`src/rtl/sequence_generator.sv`:
```
// Serial 01[0*]1 frame transmitter with frame counter and active-low 7-segment readout.
// Optional build macro SEQGEN_RANDOM_ZEROS_EN replaces the latched zero count with a 4-bit LFSR.
module sequence_generator #(
   parameter int ZW  = 4,
   parameter int FW  = 7,
   parameter int GAP = 2
) (
   input  logic          clk,
   input  logic          rst,
   input  logic          ena,
   input  logic          start,
   input  logic          abort,
   input  logic [ZW-1:0] num_zeros,
   input  logic [FW-1:0] num_frames,
   output logic          sig_out,
   output logic          busy,
   output logic          done,
   output logic          frame_end,
   output logic [FW-1:0] frames_sent,
   output logic [6:0]    disp0,
   output logic [6:0]    disp1
);

   localparam int GW = (GAP > 1) ? $clog2(GAP + 1) : 1;

   typedef enum logic [2:0] {
      S_IDLE,
      S_LEAD0,
      S_LEAD1,
      S_ZEROS,
      S_TAIL1,
      S_GAP
   } state_t;

   state_t        state_q;
   logic          sig_q, busy_q, done_q, fe_q;
   logic [FW-1:0] frames_q, frames_d, nf_lat_q;
   logic [ZW-1:0] zeros_lat_q, zcnt_q, k_d;
   logic [GW-1:0] gcnt_q;
   logic [6:0]    disp0_q, disp1_q;
   logic [31:0]   fs_mod_d;
   logic [3:0]    ones_d, tens_d;

`ifdef SEQGEN_RANDOM_ZEROS_EN
   logic [3:0] lfsr_q, lfsr_d;
   always_comb begin
      lfsr_d = {lfsr_q[2:0], lfsr_q[3] ^ lfsr_q[2]};
      k_d    = ZW'(lfsr_q);
   end
`else
   always_comb k_d = zeros_lat_q;
`endif

   function automatic logic [6:0] seg7(input logic [3:0] d);
      case (d)
         4'd0:    seg7 = 7'b1000000;
         4'd1:    seg7 = 7'b1111001;
         4'd2:    seg7 = 7'b0100100;
         4'd3:    seg7 = 7'b0110000;
         4'd4:    seg7 = 7'b0011001;
         4'd5:    seg7 = 7'b0010010;
         4'd6:    seg7 = 7'b0000010;
         4'd7:    seg7 = 7'b1111000;
         4'd8:    seg7 = 7'b0000000;
         4'd9:    seg7 = 7'b0011000;
         default: seg7 = 7'b1111111;
      endcase
   endfunction

   // Saturating frame count, plus the decimal split of its value mod 100.
   always_comb begin
      frames_d = (frames_q == '1) ? frames_q : frames_q + FW'(1);
      fs_mod_d = 32'(frames_q) % 32'd100;
      ones_d   = 4'(fs_mod_d % 32'd10);
      tens_d   = 4'(fs_mod_d / 32'd10);
   end

   // NOTE: all state here is registered with non-blocking assignments so every
   // branch reads the pre-edge values of the other registers.
   always_ff @(posedge clk) begin
      if (rst) begin
         state_q     <= S_IDLE;
         sig_q       <= 1'b1;
         busy_q      <= 1'b0;
         done_q      <= 1'b0;
         fe_q        <= 1'b0;
         frames_q    <= '0;
         nf_lat_q    <= '0;
         zeros_lat_q <= '0;
         zcnt_q      <= '0;
         gcnt_q      <= '0;
         disp0_q     <= 7'b1000000;
         disp1_q     <= 7'b1000000;
`ifdef SEQGEN_RANDOM_ZEROS_EN
         lfsr_q      <= 4'b0001;
`endif
      end else begin
         done_q  <= 1'b0;
         fe_q    <= 1'b0;
         disp0_q <= seg7(ones_d);
         disp1_q <= seg7(tens_d);
         if (abort && state_q != S_IDLE) begin
            state_q <= S_IDLE;
            sig_q   <= 1'b1;
            busy_q  <= 1'b0;
         end else begin
            case (state_q)
               S_IDLE: begin
                  if (start && !abort) begin
                     nf_lat_q    <= num_frames;
                     zeros_lat_q <= num_zeros;
                     frames_q    <= '0;
                     if (num_frames == '0) begin
                        done_q <= 1'b1;
                     end else begin
                        busy_q  <= 1'b1;
                        state_q <= S_LEAD0;
                        sig_q   <= 1'b0;
                     end
                  end
               end
               S_LEAD0: begin
                  if (ena) begin
                     state_q <= S_LEAD1;
                     sig_q   <= 1'b1;
                  end
               end
               S_LEAD1: begin
                  if (ena) begin
                     if (k_d == '0) begin
                        state_q <= S_TAIL1;
                        sig_q   <= 1'b1;
                     end else begin
                        state_q <= S_ZEROS;
                        sig_q   <= 1'b0;
                        zcnt_q  <= k_d;
                     end
                  end
               end
               S_ZEROS: begin
                  if (ena) begin
                     if (zcnt_q == ZW'(1)) begin
                        state_q <= S_TAIL1;
                        sig_q   <= 1'b1;
                     end else begin
                        zcnt_q <= zcnt_q - ZW'(1);
                     end
                  end
               end
               S_TAIL1: begin
                  if (ena) begin
                     frames_q <= frames_d;
                     fe_q     <= 1'b1;
`ifdef SEQGEN_RANDOM_ZEROS_EN
                     lfsr_q   <= lfsr_d;
`endif
                     if (frames_d == nf_lat_q) begin
                        state_q <= S_IDLE;
                        sig_q   <= 1'b1;
                        busy_q  <= 1'b0;
                        done_q  <= 1'b1;
                     end else if (GAP == 0) begin
                        state_q <= S_LEAD0;
                        sig_q   <= 1'b0;
                     end else begin
                        state_q <= S_GAP;
                        sig_q   <= 1'b1;
                        gcnt_q  <= GW'(GAP);
                     end
                  end
               end
               S_GAP: begin
                  if (ena) begin
                     if (gcnt_q == GW'(1)) begin
                        state_q <= S_LEAD0;
                        sig_q   <= 1'b0;
                     end else begin
                        gcnt_q <= gcnt_q - GW'(1);
                     end
                  end
               end
               default: begin
                  state_q <= S_IDLE;
                  sig_q   <= 1'b1;
                  busy_q  <= 1'b0;
               end
            endcase
         end
      end
   end

   assign sig_out     = sig_q;
   assign busy        = busy_q;
   assign done        = done_q;
   assign frame_end   = fe_q;
   assign frames_sent = frames_q;
   assign disp0       = disp0_q;
   assign disp1       = disp1_q;

endmodule

```
`config.mk`:
```
export PLATFORM = sky130hd
export DESIGN_NAME = sequence_generator
export DESIGN_NICKNAME = d
export VERILOG_FILES = /design/src/rtl/sequence_generator.sv
export SDC_FILE = /design/constraint.sdc
export NUM_CORES = 1
export LEC_CHECK = 0
export BUFFER_PORTS_ARGS = -buffer_cell sky130_fd_sc_hd__buf_2
export CELL_PAD_IN_SITES_DETAIL_PLACEMENT = 1
export CELL_PAD_IN_SITES_GLOBAL_PLACEMENT = 1
export CORE_AREA = 2 2 97 99
export CTS_CLUSTER_DIAMETER = 120
export DETAILED_ROUTE_END_ITERATION = 6
export DIE_AREA = 0 0 99 101
export GPL_TIMING_DRIVEN = 0
export PLACE_DENSITY_LB_ADDON = 0.1
export SYNTH_ARGS = -nofsm -noshare
export SYNTH_HDL_FRONTEND = slang
export SYNTH_SLANG_ARGS = --single-unit
```
`constraint.sdc`:
```
create_clock -name clk -period 3.5 [get_ports clk]
set_clock_uncertainty 0.05 [all_clocks]
set_input_delay 0.175 -clock clk [delete_from_list [all_inputs] [get_ports clk]]
set_output_delay 0.175 -clock clk [all_outputs]
set_load 0.03 [all_outputs]
```
==> summary.md <==
| Metric | Value |
|---|---|
| Status | `finished clean` |
| Remaining DRCs | `0` |
| FILL cells | `1158` |
| DR WL met3 | `275 µm` |
| Die X | `99 µm` |
| EDFF count, synth | `0` |
| Unrepaired setup endpoints after global routing | `true` |
| Initial antenna violation count | `0` |
| Mapped Area | `3380 µm²` |
| CTS Hold Bufs | `0` |
| First-pass GRT wire length | `18300 µm` |
| Seq/Total Area, Yosys | `0.267` |
| CORE AREA | `8980 µm²` |
| Total CTS buffers | `5` |
| DIE AREA | `10000 µm²` |
| GR Overflow Total | `0` |
| # IOs | `41` |
| Clk buf depth | `2` |
| Placed wire-length estimate | `8080 µm` |
| Arr. time, crit path | `3530 ps` |
| Clk sinks | `45` |
| Fraction of layout instances using a drive strength above 1 | `0.189` |
| CTS H-tree depth | `2` |
| DR vias/cell | `5.84` |
| Vias in the first global route | `3770` |
| DR top layer | `met4` |
| WL met1 | `4900 µm` |
| Nets | `543` |
| Synth Warn # | `0` |
| Clock-pin slew on the worst setup and hold paths | `90 ps` |
| Fin cells | `620` |
| Actual slew at the worst max-slew pin | `1040 ps` |
| Pleak | `1.47 nW` |
| CP Capture Type | `register` |
| Root Driver | `clkbuf_8` |
| Worst relative slew slack | `0.300` |
| Via count of the routed design | `3623` |
| Slew Viols, Final | `0` |
| Syn Nets | `491` |
| Starting density of the core | `0.376` |
| Port bufs | `38` |
| Peak supply drop | `290 µV` |
| CTS tree | `done` |
| Initial DRC count | `138` |
| Final setup viols | `0` |
| Final Critical Period | `3350 ps` |
| Final hold violations | `0` |
| Ant. Diodes | `0` |
| Final WL | `10800 µm` |
| Mean post-synth cell area | `7.38 µm²` |
| Worst Hold Class | `primary input to register` |
| Latest clock arrival within the worst-skew pair | `300 ps` |
| Hold_ws | `57.2 ps` |
| Final ANT Viol Nets | `0` |
| CP required | `3680 ps` |
| CP Launch Type | `register` |
| Tcrit/Tclk final | `0.956` |
| Cells after synthesis | `458` |
| Layout area overhead | `17.1%` |
| Synth async-reset ratio | `0` |
| Rows | `35` |
| CP Class | `register to register` |
| Count of different cell masters after synthesis | `73` |
| Largest net degree at the start of global routing | `13` |
| Cells after DPL | `607` |
| Highest Clock Rate | `299 MHz` |
| GP Congestion | `0.868` |
| Drt pass-1 iters | `4` |
| DR WL/cell | `17.5 µm` |
| Power per cell area | `304 nW/µm²` |
| Max-cap violations | `0` |
| Met2 WL | `5400 µm` |
| Dominant synthesized flop cell | `dfxtp_1` |
| Seq. cell area | `907 µm²` |
| CP Max Fanout | `10` |
| Most common cell after layout, fill and taps aside | `nand2_1` |
| Gr usage total | `0.221` |
| Most frequent cells in the layout | `nand2_1 (59), a21oi_1 (48), buf_2 (44)` |
| Chip height | `101 µm` |
| FF+latch count, synth | `45` |
| Area of the multi-input gates | `2360 µm²` |
==> sequential cells by signal (all words and copies together) (netlist names) <==
signal,count
state_q,3
frame_end,1
frames_sent,7
busy,1
disp1,7
nf_lat_q,7
sig_out,1
k_d,4
done,1
zcnt_q,4
disp0,7
gcnt_q,2
==> cells by family after synthesis <==
| group | synth area share |
|---|---|
| buffers and inverters | 0.0681 |
| adders and majority gates | 0.0629 |
| and+or+nand+nor | 0.267 |
| DFF | 0.267 |
| AOI/OAI and AO/OA | 0.286 |
| xor gates and xnor gates | 0.0337 |
| muxes | 0.0163 |
==> final cells by class <==
cell class	instances	area share
buffer	30	0.0382
clock buffer	5	0.0174
clock inverter	1	0.00126
inverter	22	0.0215
multi-input combinational	361	0.595
sequential	45	0.229
tap	111	0.0351
timing repair buffer	45	0.0623
==> cell usage after synthesis, drive strengths merged, types with 4 or more instances <==
master | number | area [µm²]
a211oi | 6 | 45.0
a21boi | 4 | 33.8
a21oi | 51 | 259
a22oi | 7 | 57.6
a31oi | 9 | 56.3
and2 | 6 | 37.5
buf | 17 | 96.3
clkbuf | 13 | 48.8
dfxtp | 45 | 901
ha | 17 | 213
inv | 21 | 81.3
mux2i | 4 | 43.8
nand2 | 59 | 221
nand2b | 5 | 31.3
nand3 | 18 | 90.1
nand4 | 8 | 50.1
nor2 | 33 | 124
nor2b | 8 | 50.1
nor3 | 15 | 97.6
nor4 | 5 | 31.3
o211ai | 4 | 30.0
o21a | 5 | 37.5
o21ai | 19 | 95.1
o22ai | 4 | 25.0
or2 | 4 | 25.0
xnor2 | 10 | 87.6
==> critical path: stages, from the launching register on <==
cell and delay [ps]:
dfxtp_4 380, buf_4 180, inv_2 70, nor2_1 130, ha_1 240, buf_4 170
nand2b_4 180, o21a_1 200, o22ai_2 270, a22oi_2 220, a22o_1 340, a211o_4 380
or3_1 340, a31oi_1 140
==> stage by stage <==
stage	instance area, µm²	TNS, ps	worst slack, ps	utilization	total power, mW
after floorplan	3400	0	19.2	-	0.810
after global placement	3730	-1820	-367	0.415	0.891
after detailed placement	3730	-2070	-408	0.415	0.900
after CTS	3870	0	34.3	0.431	1.22
after global routing	3960	0	2.15	0.441	1.28
final	3960	0	155	0.441	1.20
==> final timing paths <==
check	to	depth (start not counted)	from	slack (ps)
hold / removal	k_d[3]	3	num_zeros[3]	60
hold reg to reg	nf_lat_q[5]	2	nf_lat_q[5]	420
setup / recovery	disp0[4]	13	frames_sent[5]	150
setup reg to reg	disp0[4]	13	frames_sent[5]	150
==> power by group <==
group | internal (mW) | total, mW | leakage (nW) | switching [mW]
sequential | 0.544 | 0.562 | 0.366 | 0.0177
combinational | 0.107 | 0.327 | 1.07 | 0.220
clock | 0.132 | 0.316 | 0.0399 | 0.184
total | 0.783 | 1.20 | 1.47 | 0.421
==> per-layer routing <==
| layer | global-route usage | vias up |
|---|---|---|
| met5 | 0 | - |
| met3 | 0.0298 | 18 |
| met4 | 0.0664 | 0 |
| met2 | 0.402 | 68 |
| li1 | - | 1765 |
| met1 | 0.271 | 1772 |
==> what timing repair did <==
item                       in CTS  in global routing
setup buffers                   5                  2
resized for setup               9                 18
pin swaps                       3                  2
setup endpoints to repair       8                 11
cloned                          0                  0
(Power assumes the default switching activity.)
